**src/rtl/usart_receiver.sv**
```systemverilog
// -----------------------------------------------------------------------------
// usart_receiver
//
// Receive half of the USART. Turns the serial RxD line into characters and
// parks each completed character in a one-entry buffer, together with the
// frame and parity status that the register file exposes.
//
// Asynchronous mode oversamples RxD on every i_rxclk tick (16 ticks per bit,
// or 8 with U2X) and takes a 2-of-3 majority around the middle of each bit.
// Synchronous mode samples RxD once per i_rxclk pulse.
//
// Ports
//   i_fosk     system clock
//   i_rst_n    asynchronous active-low reset
//   i_rxclk    receive enable pulse (oversample tick / sync sample edge)
//   i_rxd      serial data line, asynchronous to i_fosk
//   i_rxen     receiver enable; low aborts any frame and clears status
//   i_umsel    1 = synchronous, 0 = asynchronous
//   i_u2x      double speed (8 ticks per bit), async only
//   i_ucsz     character size: 000=5 001=6 010=7 011=8 111=9, others 8
//   i_upm      parity: 0x none, 10 even, 11 odd
//   i_re_udr   one-cycle UDR read strobe
//   o_data     received character, LSB aligned, unused MSBs zero
//   o_rxc      buffer holds an unread character
//   o_fe       frame error of the buffered character
//   o_upe      parity error of the buffered character
//   o_dor      data overrun (sticky until read or disable)
// -----------------------------------------------------------------------------
module usart_receiver #(
  parameter int SYNC_STAGES = 2
) (
  input  logic       i_fosk,
  input  logic       i_rst_n,
  input  logic       i_rxclk,
  input  logic       i_rxd,
  input  logic       i_rxen,
  input  logic       i_umsel,
  input  logic       i_u2x,
  input  logic [2:0] i_ucsz,
  input  logic [1:0] i_upm,
  input  logic       i_re_udr,
  output logic [8:0] o_data,
  output logic       o_rxc,
  output logic       o_fe,
  output logic       o_upe,
  output logic       o_dor
);

  // Fewer than two flops would not give the line a chance to settle.
  localparam int SS = (SYNC_STAGES < 2) ? 2 : SYNC_STAGES;

  typedef enum logic [2:0] {
    IDLE,
    START,
    DATA,
    PARITY,
    STOP
  } state_t;

  state_t      state_q, state_d;

  logic [SS-1:0] sync_q;
  logic          rxd_s;

  // Frame configuration, captured when a start bit is detected.
  logic          cfg_sync;
  logic          cfg_u2x;
  logic [3:0]    cfg_nbits;
  logic          cfg_par;
  logic          cfg_odd;

  logic [3:0]    tick_cnt;
  logic [3:0]    bit_cnt;
  logic          samp_a, samp_b;
  logic [8:0]    shift_q;
  logic          upe_pend;

  // Completed frame waiting one cycle for the buffer logic.
  logic          deliver_q;
  logic [8:0]    frm_data;
  logic          frm_fe;
  logic          frm_upe;

  logic [3:0]    last_tick, vote_tick;
  logic          maj, bit_val, samp_ev, end_ev, last_bit;

  // FSM strobes towards the datapath.
  logic          start_det, do_shift, bit_adv, bit_clr, chk_par, do_stop;

  function automatic logic [3:0] char_bits(input logic [2:0] ucsz);
    case (ucsz)
      3'b000:  return 4'd5;
      3'b001:  return 4'd6;
      3'b010:  return 4'd7;
      3'b111:  return 4'd9;
      default: return 4'd8;
    endcase
  endfunction

  assign rxd_s     = sync_q[SS-1];
  assign last_tick = cfg_u2x ? 4'd7 : 4'd15;
  assign vote_tick = cfg_u2x ? 4'd5 : 4'd9;
  assign maj       = (samp_a & samp_b) | (samp_a & rxd_s) | (samp_b & rxd_s);
  // In sync mode every pulse is both the sample point and the end of a bit.
  assign bit_val   = cfg_sync ? rxd_s : maj;
  assign samp_ev   = cfg_sync ? i_rxclk : (i_rxclk && (tick_cnt == vote_tick));
  assign end_ev    = cfg_sync ? i_rxclk : (i_rxclk && (tick_cnt == last_tick));
  assign last_bit  = (bit_cnt == (cfg_nbits - 4'd1));

  // RxD synchroniser; resets to the idle (high) line level.
  always_ff @(posedge i_fosk or negedge i_rst_n) begin
    if (!i_rst_n) sync_q <= '1;
    else          sync_q <= {sync_q[SS-2:0], i_rxd};
  end

  // State register.
  always_ff @(posedge i_fosk or negedge i_rst_n) begin
    if (!i_rst_n) state_q <= IDLE;
    else          state_q <= state_d;
  end

  // Next state and datapath strobes. The sync-mode start state consumes the
  // first data bit directly, because the start bit was already sampled in IDLE.
  always_comb begin
    state_d   = state_q;
    start_det = 1'b0;
    do_shift  = 1'b0;
    bit_adv   = 1'b0;
    bit_clr   = 1'b0;
    chk_par   = 1'b0;
    do_stop   = 1'b0;
    if (!i_rxen) begin
      state_d = IDLE;
    end else begin
      case (state_q)
        IDLE: begin
          if (i_rxclk && !rxd_s) begin
            state_d   = START;
            start_det = 1'b1;
          end
        end
        START: begin
          if (cfg_sync) begin
            if (i_rxclk) begin
              do_shift = 1'b1;
              bit_adv  = 1'b1;
              state_d  = DATA;
            end
          end else if (samp_ev && bit_val) begin
            state_d = IDLE;
          end else if (end_ev) begin
            state_d = DATA;
          end
        end
        DATA: begin
          if (samp_ev) do_shift = 1'b1;
          if (end_ev) begin
            if (last_bit) begin
              bit_clr = 1'b1;
              state_d = cfg_par ? PARITY : STOP;
            end else begin
              bit_adv = 1'b1;
            end
          end
        end
        PARITY: begin
          if (samp_ev) chk_par = 1'b1;
          if (end_ev)  state_d = STOP;
        end
        STOP: begin
          if (samp_ev) begin
            do_stop = 1'b1;
            state_d = IDLE;
          end
        end
        default: state_d = IDLE;
      endcase
    end
  end

  // Oversample tick counter; the detecting tick counts as tick 0 of the start bit.
  always_ff @(posedge i_fosk or negedge i_rst_n) begin
    if (!i_rst_n)                 tick_cnt <= 4'd0;
    else if (state_d == IDLE)     tick_cnt <= 4'd0;
    else if (start_det)           tick_cnt <= 4'd1;
    else if (!cfg_sync && i_rxclk)
      tick_cnt <= (tick_cnt == last_tick) ? 4'd0 : tick_cnt + 4'd1;
  end

  // First two of the three majority samples; the third is taken live.
  always_ff @(posedge i_fosk or negedge i_rst_n) begin
    if (!i_rst_n) begin
      samp_a <= 1'b1;
      samp_b <= 1'b1;
    end else if (!cfg_sync && i_rxclk) begin
      if (tick_cnt == (vote_tick - 4'd2)) samp_a <= rxd_s;
      if (tick_cnt == (vote_tick - 4'd1)) samp_b <= rxd_s;
    end
  end

  // Frame configuration latch.
  always_ff @(posedge i_fosk or negedge i_rst_n) begin
    if (!i_rst_n) begin
      cfg_sync  <= 1'b0;
      cfg_u2x   <= 1'b0;
      cfg_nbits <= 4'd8;
      cfg_par   <= 1'b0;
      cfg_odd   <= 1'b0;
    end else if (start_det) begin
      cfg_sync  <= i_umsel;
      cfg_u2x   <= i_u2x;
      cfg_nbits <= char_bits(i_ucsz);
      cfg_par   <= i_upm[1];
      cfg_odd   <= i_upm[0];
    end
  end

  // Shift register fills from the top, LSB first, so the character ends up in
  // the upper cfg_nbits bits and is right-aligned on delivery. Clearing it at
  // each start keeps the unused bits zero for the parity reduction.
  always_ff @(posedge i_fosk or negedge i_rst_n) begin
    if (!i_rst_n) begin
      shift_q  <= 9'd0;
      bit_cnt  <= 4'd0;
      upe_pend <= 1'b0;
    end else if (!i_rxen || start_det) begin
      shift_q  <= 9'd0;
      bit_cnt  <= 4'd0;
      upe_pend <= 1'b0;
    end else begin
      if (do_shift) shift_q <= {bit_val, shift_q[8:1]};
      if (bit_clr)       bit_cnt <= 4'd0;
      else if (bit_adv)  bit_cnt <= bit_cnt + 4'd1;
      if (chk_par) upe_pend <= bit_val ^ (^shift_q) ^ cfg_odd;
    end
  end

  // Capture the finished frame at the stop sample for delivery next cycle.
  always_ff @(posedge i_fosk or negedge i_rst_n) begin
    if (!i_rst_n) begin
      deliver_q <= 1'b0;
      frm_data  <= 9'd0;
      frm_fe    <= 1'b0;
      frm_upe   <= 1'b0;
    end else begin
      deliver_q <= do_stop && i_rxen;
      if (do_stop) begin
        frm_data <= shift_q >> (4'd9 - cfg_nbits);
        frm_fe   <= ~bit_val;
        frm_upe  <= upe_pend;
      end
    end
  end

  // One-entry receive buffer. A read in the delivery cycle frees the slot in
  // time for the new character, so that case is not an overrun.
  always_ff @(posedge i_fosk or negedge i_rst_n) begin
    if (!i_rst_n) begin
      o_data <= 9'd0;
      o_rxc  <= 1'b0;
      o_fe   <= 1'b0;
      o_upe  <= 1'b0;
      o_dor  <= 1'b0;
    end else if (!i_rxen) begin
      o_rxc  <= 1'b0;
      o_fe   <= 1'b0;
      o_upe  <= 1'b0;
      o_dor  <= 1'b0;
    end else if (deliver_q) begin
      if (!o_rxc || i_re_udr) begin
        o_data <= frm_data;
        o_fe   <= frm_fe;
        o_upe  <= frm_upe;
        o_rxc  <= 1'b1;
        if (i_re_udr) o_dor <= 1'b0;
      end else begin
        o_dor  <= 1'b1;
      end
    end else if (i_re_udr && o_rxc) begin
      o_rxc  <= 1'b0;
      o_dor  <= 1'b0;
    end
  end

endmodule
```
**config.mk**
```make
export PLATFORM = sky130hd
export DESIGN_NAME = usart_receiver
export DESIGN_NICKNAME = d
export VERILOG_FILES = /design/src/rtl/usart_receiver.sv
export SDC_FILE = /design/constraint.sdc
export NUM_CORES = 1
export LEC_CHECK = 0
export BUFFER_PORTS_ARGS = -buffer_cell sky130_fd_sc_hd__buf_2
export CAP_MARGIN = 20
export CORE_MARGIN = 8
export CORE_UTILIZATION = 54
export DETAILED_ROUTE_END_ITERATION = 16
export PLACE_DENSITY = 0.76
export SYNTH_ARGS = -nofsm -noshare
export SYNTH_HDL_FRONTEND = slang
export SYNTH_SLANG_ARGS = --single-unit
```
**constraint.sdc**
```tcl
create_clock -name i_fosk -period 2.65 [get_ports i_fosk]
set_input_delay 0.53 -clock i_fosk [delete_from_list [all_inputs] [get_ports i_fosk]]
set_output_delay 0.53 -clock i_fosk [all_outputs]
set_load 0.03 [all_outputs]
```
==> metrics <==
status=finished clean; unrepaired setup endpoints after global routing=no; count of unique library cells instantiated by Yosys=52; Worst R2R Start=cfg_nbits[1]; FF-to-FF End=tick_cnt[1]; Power per Cell Area=574 nW/um^2; antenna-violating nets left=0; cell depth of the worst flop-to-flop path=8; Tot GR Track Use=around 16%; Design Power=just over 2 mW; effective utilization at floorplan=54.8%; buffers plus inverters on the worst setup path=1; Clk network pwr share=about a third; max-slew violations=0; fillcell total=between 400 and 500; final critical-path share of the clock period=about 90%; wire length per cell=roughly 15 um; wire length of the first global-routing pass=about 11000 um; Internal Pwr Total=between 1 and 1.5 mW; FF-to-FF setup slack=roughly 0.21 ns; Syn Area/Cell=roughly 10 sq um; CP peak stage delay=roughly 0.46 ns; switching share of power=31.0%; # H-tree levels=3; WP data arrival=about 2.6 ns; relative area change from synthesis to final layout=12.2%; area inside the core boundary=5820 sq um; root buffer cell=clkbuf_8; share of layout cells above drive strength 1=a little under a quarter; syn nets=between 300 and 400; post-synthesis register bit count=58; number of buffers inserted by port buffering=25; Worst-path clk slew=about 0.07 ns; total of max-cap violations=0; minimum period implied by the final worst setup slack=2.44 ns; DR DRC count=0; crit path max-delay cell type=o41a_1; floorplan die height=a little over 90 um; number of CTS-inserted buffers=9; hold buffer count at cts=0; Critical Path Start Type=flop; combined area of all synthesized cells=3190 sq um; async set-or-reset flop fraction in the synthesized netlist=100%; weighted congestion at the end of routability-driven global placement=between 0.8 and 0.9; post-synthesis sequential area ratio=~46%; FP Rows=28; setup TNS=0 ns; CTS sink count=58; Max VDD drop=0.000281 V; sum of overflow across all layers after global routing=0; P_sw=between 0.6 and 0.7 mW; critical-path cell list=inv_1 > ha_1 > a21boi_1 > xnor2_1 > o41a_1 > o21a_1 > nor4_1 > nor3b_1; vias per cell=about 5.6; Synth top area share=41.6%; maximum fanout encountered on the critical timing path=7; Slew Limit Headroom=between 60% and 70%; CTS tree=built; detailed-router iteration count before antenna repair=4; count of synthesis-stage warnings from yosys=0; Gate Count Post-Synth=310; slew at the pin closest to its max-slew limit=roughly 0.6 ns; reported leakage power=between 1.5 and 2 nW; Logic pwr share=about a fifth; count leader, synth=dfrtp_1; leading register cell type out of synthesis=dfrtp_1; area of the die=about 8600 sq um; violation count after the first detailed-route iteration=149; cell family contributing the most delay on the critical path=compound AO/OA/AOI/OAI gates; Clock Latency Late Sink=between 0.3 and 0.4 ns; postcts setup bufs=0; Worst Hold Class=input pin to asynchronous set/reset pin; vias after detailed routing=2359; post-detailed-placement half-perimeter wirelength=4690 um; maximum clock rate=around 410 MHz; maximum number of pins on one net before global-route repair=30; IO Pins=26; synth top area cells=dfrtp_1, mux2_2, xnor2_1; worst setup path category=flop to flop; initial antenna violation count=0; power share of the sequential group=46.8%; x dimension of the die=around 93 um; wirelength, routed=between 6000 and 7000 um; Post-CTS Resized=0; largest clock skew in the final design=between 0.008 and 0.009 ns; number of synthesized flops with an enable pin=0; layout net count=360; list of most frequent post-synthesis cells=dfrtp_1, nand2_1, nor2_1; kind of capture point of the worst setup path=flop; Max clock buf depth=2; biggest area consumer among synthesized cells=dfrtp_1; ant diodes=0; Setup-failing EPs final=0; number of global-route vias before repair=around 2300; required time at the worst-slack endpoint=around 2.9 ns; final number of hold-violating endpoints=0
==> placed cells by master (no fill, tap or decap), drive strengths merged, types with 4 or more instances in the layout <==
cell	netlist	routed
xnor2	18	18
mux4	4	4
o21a	5	5
inv	10	10
clkinv	0	4
xor2	7	7
nor2	28	28
dfrtp	53	53
o31ai	10	10
mux2	17	17
a21oi	12	12
nand3	9	9
mux2i	12	12
clkbuf	8	9
nand2	31	31
buf	6	33
nand2b	5	5
nor3	4	4
a21boi	4	4
o21ai	8	8
dfstp	5	5
ha	7	7
nor2b	5	5
==> layout make-up <==
cell class	count	area [sq um]	area share (%)
multi-input cells	228	1630	45.6
flip-flops and latches	58	1460	40.7
repair buffers	33	185	5.18
clock buffers	9	124	3.46
well taps	75	93.8	2.62
clock inverters	7	46.3	1.29
inverters	10	37.5	1.05
==> worst max path at each step <==
| stage | from | end | slack (ns) | cells after the start |
|---|---|---|---|---|
| global placement | cfg_nbits[1] | tick_cnt[1] | 0.25 | 8 |
| floorplan | cfg_nbits[1] | tick_cnt[0] | 0.16 | 9 |
| CTS | cfg_nbits[1] | tick_cnt[1] | 0.19 | 8 |
| global route | cfg_nbits[1] | tick_cnt[2] | 0.01 | 8 |
| finish | cfg_nbits[1] | tick_cnt[1] | 0.21 | 8 |
| detailed placement | cfg_nbits[1] | tick_cnt[1] | 0.21 | 8 |
==> state kept, by name, indices dropped and copies added, names as in the netlist <==
signal	flops
bit_cnt	4
cfg_nbits	4
cfg_odd	1
cfg_par	1
cfg_sync	1
cfg_u2x	1
deliver_q	1
frm_data	9
frm_fe	1
frm_upe	1
o_data	9
o_dor	1
o_fe	1
o_rxc	1
o_upe	1
samp_a	1
samp_b	1
shift_q	9
state_q	3
sync_q	2
tick_cnt	4
upe_pend	1
==> metrics by stage <==
stage | worst slack, ns | hold slack, ns | instance area (sq um) | utilization [%] | std cells
floorplan | 0.164 | 0.234 | 3190 | - | 310
global placement | 0.246 | 0.347 | 3400 | 58.5 | 403
detailed placement | 0.211 | 0.349 | 3400 | 58.5 | 403
CTS | 0.192 | 0.219 | 3570 | 61.4 | 419
global route | 0.0113 | 0.250 | 3580 | 61.5 | 420
finish | 0.208 | 0.202 | 3580 | 61.5 | 420
==> cell families after synthesis <==
family          synth area share, %
fa+ha+maj                      2.75
buf+inv                        3.10
compound gates                 14.0
xor+xnor                       6.87
simple gates                   15.0
flops                          45.7
mux                            12.6
==> per-layer routing <==
layer / vias up / share of wire (%) / GRT usage (%)
li1: 1165 / - / -
met1: 1117 / 48 / 21.2
met2: 71 / 44 / 23.4
met3: 6 / 6.3 / 3.48
met4: 0 / 1.1 / 6.44
met5: - / 0 / 0
==> power groups by stage <==
stage	Combinational [mW]	Clock (mW)	Sequential [mW]
2_1_floorplan	0.305	0	0.960
6_report	0.400	0.692	0.963
3_5_place_dp	0.400	0	0.978
5_1_grt	0.451	0.751	0.966
4_1_cts	0.402	0.711	0.962
3_3_place_gp	0.391	0	0.975
Note: power is estimated with default switching activity, not from simulation.
